[src/rtl/xres_filter.sv]
// External reset conditioner: synchronizes and debounces the level-shifted xresb pad,
// stretches the release, and drives a registered active-low core reset.
module xres_filter #(
   parameter int SYNC_STAGES = 2,
   parameter int DEBOUNCE    = 16,
   parameter int STRETCH     = 64,
   parameter int CNT_W       = 8
) (
   input  logic             clock,
   input  logic             reset,
   input  logic             xresb_in,
   input  logic             glitch_clr,
   output logic             core_resetb,
   output logic [1:0]       reset_state,
   output logic [CNT_W-1:0] glitch_count
);

   localparam int DW = (DEBOUNCE > 1) ? $clog2(DEBOUNCE) : 1;
   localparam int SW = (STRETCH > 1) ? $clog2(STRETCH) : 1;
   localparam logic [DW-1:0]    DLIM = DW'(DEBOUNCE - 1);
   localparam logic [SW-1:0]    SLIM = SW'(STRETCH - 1);
   localparam logic [CNT_W-1:0] GMAX = {CNT_W{1'b1}};

   localparam logic [1:0] S_HOLD    = 2'b00;
   localparam logic [1:0] S_STRETCH = 2'b01;
   localparam logic [1:0] S_RUN     = 2'b10;

   logic [SYNC_STAGES-1:0] sync_q, sync_d;
   logic                   f_q, f_d;
   logic [DW-1:0]          dcnt_q, dcnt_d;
   logic [SW-1:0]          scnt_q, scnt_d;
   logic [1:0]             state_q, state_d;
   logic                   resetb_q, resetb_d;
   logic [CNT_W-1:0]       gcnt_q, gcnt_d;
   logic                   xs;
   logic                   glitch_inc;

   assign xs     = sync_q[SYNC_STAGES-1];
   assign sync_d = {sync_q[SYNC_STAGES-2:0], xresb_in};

   // Debounce: a disagreement must persist DEBOUNCE cycles, shorter runs are counted as glitches.
   always_comb begin
      f_d        = f_q;
      dcnt_d     = dcnt_q;
      glitch_inc = 1'b0;
      if (xs != f_q) begin
         if (dcnt_q == DLIM) begin
            f_d    = xs;
            dcnt_d = '0;
         end else begin
            dcnt_d = dcnt_q + 1'b1;
         end
      end else if (dcnt_q != '0) begin
         dcnt_d     = '0;
         glitch_inc = 1'b1;
      end else begin
         dcnt_d = dcnt_q;
      end
   end

   always_comb begin
      if (glitch_clr) begin
         gcnt_d = '0;
      end else if (glitch_inc && (gcnt_q != GMAX)) begin
         gcnt_d = gcnt_q + 1'b1;
      end else begin
         gcnt_d = gcnt_q;
      end
   end

   // Release sequencing; any drop of the filtered level returns to HOLD.
   always_comb begin
      state_d = state_q;
      scnt_d  = scnt_q;
      case (state_q)
         S_HOLD: begin
            if (f_q) begin
               state_d = S_STRETCH;
               scnt_d  = '0;
            end else begin
               state_d = S_HOLD;
            end
         end
         S_STRETCH: begin
            if (!f_q) begin
               state_d = S_HOLD;
            end else if (scnt_q == SLIM) begin
               state_d = S_RUN;
            end else begin
               scnt_d = scnt_q + 1'b1;
            end
         end
         S_RUN: begin
            if (!f_q) begin
               state_d = S_HOLD;
            end else begin
               state_d = S_RUN;
            end
         end
         default: begin
            state_d = S_HOLD;
         end
      endcase
      resetb_d = (state_d == S_RUN);
   end

   always_ff @(posedge clock) begin
      if (reset) begin
         sync_q   <= '0;
         f_q      <= 1'b0;
         dcnt_q   <= '0;
         scnt_q   <= '0;
         state_q  <= S_HOLD;
         resetb_q <= 1'b0;
         gcnt_q   <= '0;
      end else begin
         sync_q   <= sync_d;
         f_q      <= f_d;
         dcnt_q   <= dcnt_d;
         scnt_q   <= scnt_d;
         state_q  <= state_d;
         resetb_q <= resetb_d;
         gcnt_q   <= gcnt_d;
      end
   end

   assign core_resetb  = resetb_q;
   assign reset_state  = state_q;
   assign glitch_count = gcnt_q;

endmodule

[config.mk]
export PLATFORM = sky130hd
export DESIGN_NAME = xres_filter
export DESIGN_NICKNAME = d
export VERILOG_FILES = /design/src/rtl/xres_filter.sv
export SDC_FILE = /design/constraint.sdc
export NUM_CORES = 1
export LEC_CHECK = 0
export ABC_AREA = 0
export BUFFER_PORTS_ARGS = -buffer_cell sky130_fd_sc_hd__buf_2
export CELL_PAD_IN_SITES_DETAIL_PLACEMENT = 1
export CELL_PAD_IN_SITES_GLOBAL_PLACEMENT = 1
export CORE_ASPECT_RATIO = 1.5
export CORE_MARGIN = 4
export CORE_UTILIZATION = 42
export CTS_CLUSTER_SIZE = 14
export DETAILED_ROUTE_END_ITERATION = 8
export HOLD_SLACK_MARGIN = 0.03
export PLACE_DENSITY_LB_ADDON = 0.1
export SYNTH_ARGS = -nofsm -noshare
export SYNTH_HDL_FRONTEND = slang
export SYNTH_SLANG_ARGS = --single-unit
[constraint.sdc]
create_clock -name clock -period 1.8 [get_ports clock]
set_input_delay 0.09 -clock clock [delete_from_list [all_inputs] [get_ports clock]]
set_output_delay 0.09 -clock clock [all_outputs]
set_load 0.01 [all_outputs]
==> metrics.md <==
| Metric | Value |
|---|---|
| Final cycle utilization of the critical path | 93.1% |
| Required arrival time at the worst endpoint | 2.03 ns |
| Summed area of non-filler cells in the final layout | 0.00129 mm2 |
| Crit path DAT | 1.91 ns |
| Number of global-route vias before repair | 933 |
| Top-Level Pins | 15 |
| Die Width | 50.1 um |
| Total overflow reported by the global router | 0 |
| Iteration count of the initial detailed-routing pass | 3 |
| Die Area | 0.00357 mm2 |
| Number of cell rows | 22 |
| Count of port buffers added during placement | 14 |
| Post-route DRC | 0 |
| Net count reported at finish | 145 |
| Vias per std cell | 5.35 |
| Initial core utilization | 44.6% |
| Total track usage | 15.3% |
| Maximum clock path buffer count | 2 |
| Primary FF master, synth | dfxtp_1 |
| Post-synthesis register bit count | 24 |
| Maximum achievable frequency | 597 MHz |
| Antenna Nets Post-Route | 0 |
| Met2 Track Usage GR | 29.8% |
| Number of synthesized flops with an enable pin | 0 |
| Startpoint Class | flop |
| Final total negative setup slack | 0 ns |
| DIE HEIGHT | 71.2 um |
| Sum of net half-perimeters after detailed placement | 1.93 mm |
| Post-route minimum period | 1.68 ns |
| CTS Root Cell | clkbuf_4 |
| Fill cells | 305 |
| Routed WL | 2.43 mm |
| Final setup violation count | 0 |
| Post-placement worst setup slack | 0.126 ns |
| Dominant cell by count in the synthesized netlist | dfxtp_1 |
| Post-synthesis cell type with the largest combined area | dfxtp_1 |
| Final worst slack | 0.124 ns |
| Worst IR Drop VDD | 404 uV |
| Pwr per Cell Area | 749 mW/mm2 |
| Setup repair after global routing missed its margin | no |
| Yosys warnings | 0 |
| Normalized max-slew margin | 72.8% |
| Path type of the worst setup path | flop to flop |
| Antenna diode count | 0 |
| Netlist area before placement | 0.00112 mm2 |
| Unique masters post-synth | 39 |
| Max H-tree Level | 1 |
| Share of final-layout standard cells stronger than drive strength 1 | 19.1% |
| Initial detailed-routing violation count | 7 |
| Gpl congestion | 0.743 |
| Count of final hold-check violations | 0 |
| Total vias in the final route | 921 |
| CTS Buf Count | 3 |
| Hold/Removal Path Class | input port to flop |
| Met3 usage | 1.89% |
| Result of the run | complete, no violations |
| WL/cell | 14.1 um |
| Area after detailed placement | 0.00122 mm2 |
| P_leak | 0.525 nW |
| CTS tree | yes |
| Sink count of the clock tree | 24 |
| Async S/R FF share, synth | 0% |
| Final number of max-transition violations | 0 |
| Leading cell types by count after synthesis | dfxtp_1 (24), nor2_1 (15), nand3_1 (8) |
| Register area share after synthesis | 43.0% |
| Maximum number of pins on one net before global-route repair | 15 |
| Clock latency reported for the late side of the worst-skew pair | 0.31 ns |
| Transition time at the pin with the least slew margin | 0.404 ns |
| Area of the core region | 0.00250 mm2 |
| Kind of capture point of the worst setup path | flop |
| Post-Synthesis Cells | 119 |
| Crit-path max FO | 6 |
| Wire length of the first global-routing pass | 4.27 mm |
| Worst hold slack | 0.0573 ns |
| Clock input transition at the sequential cells of the worst setup and hold paths | 0.14 ns |
| Post-cts gate resize count | 0 |
| Post-synth net total | 127 |
| FF-to-FF setup slack | 0.12 ns |
| Synth Area per Inst | 9.39 um2 |
| Antenna violations before repair | 0 |
| Area Overhead vs Synth | 15.1% |
| Post-layout utilization of the core | 51.3% |
| Peak-usage layer in the global routing report | met2 |
| Proportion of netlist area held by the largest area contributor | 43.0% |
| Worst clock skew | 0.00669 ns |
| Max-cap viol count | 0 |
| Main area contributors after synthesis | dfxtp_1 (43%), nor2_1 (5.0%), xor2_1 (4.7%), ha_1 (4.5%), nand3_1 (3.6%) |
| Met1 usage in global routing | 15.6% |
[area by class of cell]
cell class                 count  area (um2)  area share [%]
sequential                    24         480            37.4
clock buffer                   3        22.5            1.75
clock inverter                 1        30.0            2.33
tap                           36        45.0            3.50
inverter                       3        11.3           0.875
multi-input combinational     90         617            48.0
timing repair buffer          15        80.1            6.23
[worst paths after layout]
check                           depth (start not counted)  startpoint              end
worst max-delay path                                    6   dcnt_q[0]  glitch_count[5]
worst min-delay path                                    4  glitch_clr  glitch_count[3]
worst min register to register                          1   sync_q[0]        sync_q[1]
worst max register to register                          6   dcnt_q[0]  glitch_count[5]
[routing by layer]
metal | part of all wire, % | wire [um]
met1 | 37 | 910
met2 | 59 | 1440
met3 | 2.6 | 63
met4 | 0.70 | 17
met5 | 0 | 0
[state kept, by name, summed over array words and instances, names as in the netlist]
register / flops
scnt_q: 6
dcnt_q: 4
reset_state: 2
sync_q: 2
core_resetb: 1
f_q: 1
glitch_count: 8
[cell usage in the layout, fill, tap and decap left out, types with 3 or more instances in the layout]
cell type	synthesis	routed
dfxtp_1	24	24
nand3_1	8	8
clkbuf_4	0	3
nor3_1	3	3
xor2_1	6	6
nand2_1	6	6
nor2_1	15	15
nor3b_1	3	3
a31oi_1	4	4
buf_2	1	14
a21oi_1	5	5
ha_1	4	4
inv_1	3	3
[through the flow]
step,instances,power (mW)
2_1_floorplan,119,0.577
3_3_place_gp,167,0.586
3_5_place_dp,167,0.588
4_1_cts,172,0.980
5_1_grt,172,1.01
6_report,172,0.964
[worst max-delay path: stages, from the launching register on]
cell and delay, ns:
dfxtp_1 0.42, inv_1 0.08, ha_1 0.21, nor3b_1 0.16, nor3_2 0.36, a31oi_1 0.13, a211oi_1 0.24
[power breakdown]
group | internal, mW | switching (mW) | total, mW
registers | 0.535 | 0.00427 | 0.540
logic | 0.0158 | 0.0217 | 0.0375
clock network | 0.225 | 0.161 | 0.386
[repair_timing]
| action | CTS | global route |
|---|---|---|
| buffers inserted | 0 | 0 |
| endpoints found under the hold margin | 1 | 0 |
| hold buffers | 1 | 0 |
[kinds of logic (layout without fill, tap and decap cells)]
family / after synthesis / after routing / synth area share, %
adders and majority gates: 4 / 4 / 4.48
AOI/OAI and AO/OA: 24 / 24 / 15.0
muxes: 2 / 2 / 1.79
and+or+nand+nor: 51 / 51 / 25.5
DFF: 24 / 24 / 43.0
buffers and inverters: 5 / 22 / 1.79
xor gates and xnor gates: 9 / 9 / 8.40
Note: power is estimated with default switching activity, not from simulation.
